--- src/rtl/share_column_if.sv ---
// Handshake bundle for share_column_unit: unmasked column in, one lane of
// randomness per transfer in, d-share Boolean-masked column out.
interface share_column_if #(
  parameter int unsigned d = 2
);
  logic                 in_valid;
  logic                 in_ready;
  logic [31:0]          in_col;
  logic                 rnd_valid;
  logic                 rnd_ready;
  logic [8*(d-1)-1:0]   rnd;
  logic                 out_valid;
  logic                 out_ready;
  logic [32*d-1:0]      sh_out;

  modport slave (
    input  in_valid, in_col, rnd_valid, rnd, out_ready,
    output in_ready, rnd_ready, out_valid, sh_out
  );

  modport master (
    output in_valid, in_col, rnd_valid, rnd, out_ready,
    input  in_ready, rnd_ready, out_valid, sh_out
  );
endinterface

--- src/rtl/share_column_unit.sv ---
// Masks one unmasked 32-bit column into d Boolean shares, one byte lane per
// randomness transfer, in the interleaved shared-bus layout.
module share_column_unit #(
  parameter int unsigned d = 2
) (
  input  logic          clk,
  input  logic          syn_rst_n,
  share_column_if.slave col_if
);
  localparam int unsigned LANE_W = 8 * d;
  localparam int unsigned SH_W   = 32 * d;
  localparam int unsigned SH_AW  = $clog2(SH_W);

  typedef enum logic [1:0] {
    IDLE  = 2'd0,
    SHARE = 2'd1,
    OUT   = 2'd2
  } state_e;

  state_e            state_q, state_d;
  logic [1:0]        cnt_q, cnt_d;
  logic [31:0]       col_q, col_d;
  logic [SH_W-1:0]   sh_q, sh_d;
  logic              in_ready_q, in_ready_d;
  logic              rnd_ready_q, rnd_ready_d;
  logic              out_valid_q, out_valid_d;
  logic [7:0]        byte_c;
  logic [LANE_W-1:0] lane_c;
  logic [SH_AW-1:0]  base_c;

  // Shares of byte lane cnt: shares 0..d-2 are the random bytes, share d-1 absorbs the plaintext
  always_comb begin
    logic acc;
    lane_c = '0;
    acc    = 1'b0;
    byte_c = col_q[{cnt_q, 3'b000} +: 8];
    base_c = SH_AW'(cnt_q) * SH_AW'(LANE_W);
    for (int i = 0; i < 8; i++) begin
      acc = byte_c[i];
      for (int j = 0; j < int'(d) - 1; j++) begin
        lane_c[d*i + j] = col_if.rnd[8*j + i];
        acc             = acc ^ col_if.rnd[8*j + i];
      end
      lane_c[d*i + d - 1] = acc;
    end
  end

  always_comb begin
    state_d     = state_q;
    cnt_d       = cnt_q;
    col_d       = col_q;
    sh_d        = sh_q;
    in_ready_d  = 1'b0;
    rnd_ready_d = 1'b0;
    out_valid_d = 1'b0;
    unique case (state_q)
      IDLE: begin
        if (col_if.in_valid && in_ready_q) begin
          col_d   = col_if.in_col;
          cnt_d   = 2'd0;
          state_d = SHARE;
        end
      end
      SHARE: begin
        if (col_if.rnd_valid && rnd_ready_q) begin
          sh_d[base_c +: LANE_W] = lane_c;
          cnt_d                  = cnt_q + 2'd1;
          if (cnt_q == 2'd3) begin
            state_d = OUT;
          end
        end
      end
      OUT: begin
        // Scrub plaintext and shares once the column has left
        if (col_if.out_ready && out_valid_q) begin
          col_d   = '0;
          sh_d    = '0;
          state_d = IDLE;
        end
      end
      default: state_d = IDLE;
    endcase
    in_ready_d  = (state_d == IDLE);
    rnd_ready_d = (state_d == SHARE);
    out_valid_d = (state_d == OUT);
  end

  always_ff @(posedge clk) begin
    if (!syn_rst_n) begin
      state_q     <= IDLE;
      cnt_q       <= 2'd0;
      col_q       <= '0;
      sh_q        <= '0;
      in_ready_q  <= 1'b1;
      rnd_ready_q <= 1'b0;
      out_valid_q <= 1'b0;
    end else begin
      state_q     <= state_d;
      cnt_q       <= cnt_d;
      col_q       <= col_d;
      sh_q        <= sh_d;
      in_ready_q  <= in_ready_d;
      rnd_ready_q <= rnd_ready_d;
      out_valid_q <= out_valid_d;
    end
  end

  assign col_if.in_ready  = in_ready_q;
  assign col_if.rnd_ready = rnd_ready_q;
  assign col_if.out_valid = out_valid_q;
  assign col_if.sh_out    = sh_q;
endmodule

--- src/flat_wrapper.sv ---
// flat-port wrapper written by rule: the top's interface ports become plain ports
module share_column_unit_flat 
#(
  parameter int unsigned d = 2
)
  (clk, syn_rst_n, col_if_in_valid, col_if_in_col, col_if_rnd_valid, col_if_rnd, col_if_out_ready, col_if_in_ready, col_if_rnd_ready, col_if_out_valid, col_if_sh_out);
  share_column_if #(.d(d)) col_if_i ();
  input  logic clk;
  input  logic syn_rst_n;
  input wire logic [$bits(col_if_i.in_valid)-1:0] col_if_in_valid;
  input wire logic [$bits(col_if_i.in_col)-1:0] col_if_in_col;
  input wire logic [$bits(col_if_i.rnd_valid)-1:0] col_if_rnd_valid;
  input wire logic [$bits(col_if_i.rnd)-1:0] col_if_rnd;
  input wire logic [$bits(col_if_i.out_ready)-1:0] col_if_out_ready;
  output wire logic [$bits(col_if_i.in_ready)-1:0] col_if_in_ready;
  output wire logic [$bits(col_if_i.rnd_ready)-1:0] col_if_rnd_ready;
  output wire logic [$bits(col_if_i.out_valid)-1:0] col_if_out_valid;
  output wire logic [$bits(col_if_i.sh_out)-1:0] col_if_sh_out;
  assign col_if_i.in_valid = col_if_in_valid;
  assign col_if_i.in_col = col_if_in_col;
  assign col_if_i.rnd_valid = col_if_rnd_valid;
  assign col_if_i.rnd = col_if_rnd;
  assign col_if_i.out_ready = col_if_out_ready;
  assign col_if_in_ready = col_if_i.in_ready;
  assign col_if_rnd_ready = col_if_i.rnd_ready;
  assign col_if_out_valid = col_if_i.out_valid;
  assign col_if_sh_out = col_if_i.sh_out;
  share_column_unit #(.d(d)) u_core (.clk(clk), .syn_rst_n(syn_rst_n), .col_if(col_if_i));
endmodule
--- config.mk ---
export PLATFORM = sky130hd
export DESIGN_NAME = share_column_unit_flat
export DESIGN_NICKNAME = d
export VERILOG_FILES = /design/src/rtl/share_column_if.sv /design/src/rtl/share_column_unit.sv /design/src/flat_wrapper.sv
export SDC_FILE = /design/constraint.sdc
export NUM_CORES = 1
export LEC_CHECK = 0
export ABC_CLOCK_PERIOD_IN_PS = 2500
export CAP_MARGIN = 0
export CORE_UTILIZATION = 49
export CTS_BUF_LIST = sky130_fd_sc_hd__clkbuf_16
export CTS_CLUSTER_SIZE = 30
export DETAILED_ROUTE_END_ITERATION = 10
export GPL_TIMING_DRIVEN = 1
export HOLD_SLACK_MARGIN = 0.06
export PLACE_DENSITY = 0.85
export SYNTH_ARGS = -nofsm -noshare
export SYNTH_HDL_FRONTEND = slang
export SYNTH_SLANG_ARGS = --single-unit
--- constraint.sdc ---
create_clock -name clk -period 2.5 [get_ports clk]
set_input_delay 0.5 -clock clk [delete_from_list [all_inputs] [get_ports clk]]
set_output_delay 0.5 -clock clk [all_outputs]
set_load 0.03 [all_outputs]
# ---- Yosys cells after proc, flatten, opt, wreduce, memory -nomap -nowiden
# Cells that the tools add are included.
# W data, S select, Z words.
dict set report word_totals {
  reg_bits 103
  wordCells 54
}
dict set report op_classes {
  addsub 2
  n_eq_ne 8
  shifts 3
  n_mux 15
  bitwise 8
  n_reduce_logical 11
}
# cell n
set op_table {}
lappend op_table {{$mux W64} 2}
lappend op_table {{$pmux W64 S2} 1}
lappend op_table {{$bwmux W64} 1}
lappend op_table {{$mux W32} 2}
lappend op_table {{$pmux W32 S2} 1}
lappend op_table {{$shift A16 B8 Y64 const A} 1}
lappend op_table {{$shiftx A16 B8 Y64} 1}
lappend op_table {{$shiftx A32 B6 Y8} 1}
lappend op_table {{$mux W2} 6}
lappend op_table {{$reduce_and A3 Y1} 3}
lappend op_table {{$neg A6 Y8} 1}
lappend op_table {{$xor A1 B1 Y1} 8}
lappend op_table {{$eq A2 B2 Y1 const B} 3}
lappend op_table {{$ne A2 B1 Y1 const B} 3}
lappend op_table {{$pmux W2 S3} 1}
lappend op_table {{$reduce_bool A2 Y1} 3}
lappend op_table {{$eq A2 B1 Y1 const B} 2}
lappend op_table {{$logic_not A2 Y1} 2}
lappend op_table {{$pmux W2 S2} 1}
lappend op_table {{$logic_and A1 B1 Y1} 3}
lappend op_table {{$add A2 B1 Y2 const B} 1}

# ---- Longest topological paths before layout
dict set report logic_depth {
  ltp_word 6
  mapped_depth 9
  mapped_depth_nobuf 6
}

# ---- Worst setup path before layout
# No wires, ideal clock.
dict set report synth_path {
  path_kind {register -> register}
  startpoint {register u_core.state_q[0]}
  endpoint {register u_core.sh_q[47], in the netlist u_core.col_if.sh_out[47]}
  setup_ns 0.125
  arrival_time_ns 1.824
  required_time_ns 2.375
  setup_slack_ns 0.551
  stages_incl_launch_ff 10
  n_path_buf 3
  period_less_slack_ns 1.949
  path_cell_list {dfxtp_1 > inv_1 > ha_1 > a21boi_1 > buf_2 > or3_1 > buf_6 > and2_4 > buf_6 > o2bb2ai_1}
}
dict set report synth_via {
  elab_chain_len 3
  word_cells_on_any_way 7
  classes_between {4 x eq/ne; 1 x mux; 2 x reduce/logical}
}
# item line
set synth_rtl {}
lappend synth_rtl {{start, declared} share_column_unit.sv:20} ;# state_e state_q, state_d;
lappend synth_rtl {{start signal, assigned} share_column_unit.sv:98} ;# state_q <= state_d;
lappend synth_rtl {{$eq A2 B2 Y1 or $eq A2 B1 Y1 (tied branches)} share_column_unit.sv:56} ;# unique case (state_q)
lappend synth_rtl {{$ne A2 B1 Y1 (no source line) or $reduce_bool A2 Y1 (tied branches)} --}
lappend synth_rtl {{$reduce_and A3 Y1 (no source line)} --}
lappend synth_rtl {{end signal, assigned} share_column_unit.sv:93} ;# sh_q <= '0;
lappend synth_rtl {{end signal, assigned} share_column_unit.sv:101} ;# sh_q <= sh_d;
lappend synth_rtl {{end, declared} share_column_unit.sv:23} ;# logic [SH_W-1:0] sh_q, sh_d;
# Parallel ways exist; a longest one is shown, timed or not.
# A chain may end at the register's enable or synchronous reset.

# ---- Final worst setup path
dict set report layout_path {
  startpoint {register u_core.state_q[0]}
  endpoint {register u_core.col_q[0]}
}
dict set report layout_via {
  elab_chain_len 3
  word_cells_on_any_way 7
  classes_between {3 x eq/ne; 1 x mux; 3 x reduce/logical}
}
# item line
set layout_rtl {}
lappend layout_rtl {{$eq A2 B2 Y1 or $logic_not A2 Y1 (tied branches)} share_column_unit.sv:56}
lappend layout_rtl {{$ne A2 B1 Y1 (no source line) or $reduce_bool A2 Y1 (tied branches)} --}
lappend layout_rtl {{$reduce_and A3 Y1 (no source line)} --}
lappend layout_rtl {{end signal, assigned} share_column_unit.sv:100} ;# col_q <= col_d;
lappend layout_rtl {{end, declared} share_column_unit.sv:22} ;# logic [31:0] col_q, col_d;
# Parallel ways exist; a longest one is shown, timed or not.

==> impl_results.md <==
* Area leader, netlist: dfxtp_1
* Max-Cap Viols at 0
* Worst vdd ir at 367 uV
* WL per Instance at 17.0 um
* Leak at 2.05 nW
* Worst Hold Class: flop to flop
* DR pass1 iterations at 4
* Main synth FF type: dfxtp_1
* Syn Nets at 488
* CP max FO at 32
* Clock Latency Late Sink at 340 ps
* Crit path arrival time at 2360 ps
* Overflow after GRT at 0
* CP bufs+invs at 3
* Worst Max-Slew Pin Slew at 613 ps
* Synth Warn # at 0
* Design area at 5830 um2
* Status: completed
* Synth top area cells: dfxtp_1, a21boi_0, nand2_1
* DR DRC count at 0
* Total power at 0.00390 W
* Crit-path max cell delay at 390 ps
* Input/output buffers at 111
* Top delay family on crit path: buffers and inverters
* HPWL after DPL at 8070 um
* Fin crit share at 85.8%
* Setup crit end kind: flop
* N_diodes at 0
* Share of cells above drive strength 1 at 9.31%
* CTS clk-pin slew, worst paths at 70 ps
* Post-CTS sizing at 0
* Crit path time final at 2140 ps
* Die height at 95.8 um
* CP Launch Type: flop
* PwrDens at 668 nW/um2
* Routed vias at 3763
* Clk buf depth at 2
* Core area at 8380 um2
* Area Overhead vs Synth at 35.2%
* Final slew viol count at 0
* Pin count of the biggest net entering global routing at 65
* Synth top area share at 47.8%
* Final core utilization at 69.6%
* # IOs at 112
* Vias per cell at 5.76
* Total wire length at 11100 um
* Slowest-stage cell, CP: dfxtp_1
* EDFF count, synth at 0
* Initial cell density of the core at 51.5%
* Synthesized area at 4310 um2
* H-tree Lvls at 3
* Post-CTS setup buffer count at 0
* Setup TNS at 0 ps
* Cell variety after synth at 38
* CTS Root Buffer Type: clkbuf_16
* Num CTS Buffers at 9
* Chip width at 95.8 um
* # rows at 33
* First-pass GRT wire length at 17700 um
* Initial antenna violation count at 0
* CTS tree: built
* Die area at 9180 um2
* Maximum clock rate at 466 MHz
* # clock sinks at 103
* Drt initial violations at 139
* Crit path kind: flop to flop
* Vias in the first global route at 3692
* GRT Total Usage at 25.4%
* Post-synth ARST share at 0%
* Final Hold Violating Endpoints at 0
* CP dominant cell by count: buf_4
* Skew final at 6.51 ps
* Seq/Total Area, Yosys at 47.8%
* Synthesis-stage register bit count at 103
* Placed Area at 5520 um2
* Post-layout nets at 596
* Post-DRT Antenna Nets at 0
* Cells along the critical path: inv_1 > ha_1 > a21boi_1 > buf_4 > or3_1 > buf_4 > nand2_1 > a21boi_0
* Relative slew slack at 59.0%
* RSZ-0062 raised after global routing: no
* GP Congestion at 0.863
* # hold bufs at CTS at 0
* Avg Inst Size Synth at 9.91 um2
* Final setup viols at 0
* Synth Instances at 435
* Fill cell count at 642
* Data required, critical path at 2720 ps
per-stage QoR:
stage | hold WS, ps | std cells | setup WS (ps)
after floorplan | 428 | 435 | 551
final | 452 | 653 | 356
after global placement | 435 | 637 | 315
after detailed placement | 444 | 637 | 233
after CTS | 451 | 653 | 377
after global routing | 475 | 653 | 197
layout by cell type, fill, tap and decap left out, types with 3 or more instances in the layout:
master / netlist / final
clkdlybuf4s50_1: 0 / 111
dfxtp_1: 103 / 103
nand2_1: 67 / 67
a21boi_0: 34 / 34
nand3b_1: 32 / 32
nand3_1: 26 / 26
o2bb2ai_1: 25 / 25
a21boi_1: 24 / 24
buf_4: 0 / 18
o21ai_0: 14 / 14
clkbuf_16: 0 / 9
a22o_1: 8 / 8
mux4_2: 8 / 8
xnor2_1: 8 / 8
ha_1: 8 / 8
nor2_1: 7 / 7
inv_1: 5 / 5
nor3_2: 4 / 4
or3_1: 4 / 4
inv_6: 0 / 4
and2_1: 3 / 3
where the power goes:
part / internal [W] / leakage, nW / total, W / switching (W)
registers: 0.00173 / 0.837 / 0.00179 / 0.0000527
logic: 0.000290 / 1.06 / 0.000656 / 0.000366
clock network: 0.000801 / 0.154 / 0.00146 / 0.000654
total: 0.00282 / 2.05 / 0.00390 / 0.00107
worst paths after layout:
kind / slack, ps / start / to / cells after the start
setup / recovery: 360 / u_core.state_q[0] / u_core.col_q[0] / 8
hold / removal: 450 / u_core.col_q[8] / u_core.col_q[8] / 2
setup reg to reg: 360 / u_core.state_q[0] / u_core.col_q[0] / 8
hold reg to reg: 450 / u_core.col_q[8] / u_core.col_q[8] / 2
sequential cells by signal, indices dropped and copies added (netlist names):
| signal | count |
|---|---|
| u_core.cnt_q | 2 |
| u_core.col_if.in_ready | 1 |
| u_core.col_if.out_valid | 1 |
| u_core.col_q | 32 |
| u_core.state_q | 2 |
| u_core.col_if.rnd_ready | 1 |
| u_core.col_if.sh_out | 64 |
kinds of logic after synthesis:
logic type,after synthesis,synth area share [%]
simple gates,158,19.8
compound gates,112,19.6
flops,103,47.8
buf+inv,37,4.47
mux,9,4.41
xor+xnor,8,1.62
fa+ha+maj,8,2.32
cell usage after synthesis, drive strengths merged, types with 7 or more instances:
library cell	number
dfxtp	103
nand2	67
a21boi	58
nand3b	32
nand3	26
o2bb2ai	25
buf	18
clkbuf	14
o21ai	14
a22o	8
ha	8
mux4	8
xnor2	8
nor2	7
routing by layer:
layer / vias up / global-route usage (%) / part of all wire [%]
li1: 1771 / - / -
met1: 1802 / 31.6 / 42
met2: 166 / 43.2 / 49
met3: 24 / 3.71 / 7.0
met4: 0 / 12.3 / 2.2
met5: - / 0 / 0
worst reg2reg max path, cell delays in order (launching register included):
cell	delay (ps)
dfxtp_1	390
inv_1	80
ha_1	330
a21boi_1	180
buf_4	180
or3_1	390
buf_4	250
nand2_1	130
a21boi_0	90
final cells by class:
cell class                 instances  area (um2)  share of cell area (%)
sequential                       103        2060                    35.4
multi-input combinational        295        2060                    35.3
timing repair buffer             129        1250                    21.4
clock buffer                       9         225                    3.86
tap                              105         131                    2.25
clock inverter                     7        90.1                    1.54
inverter                           5        18.8                   0.322
(Power assumes the default switching activity.)
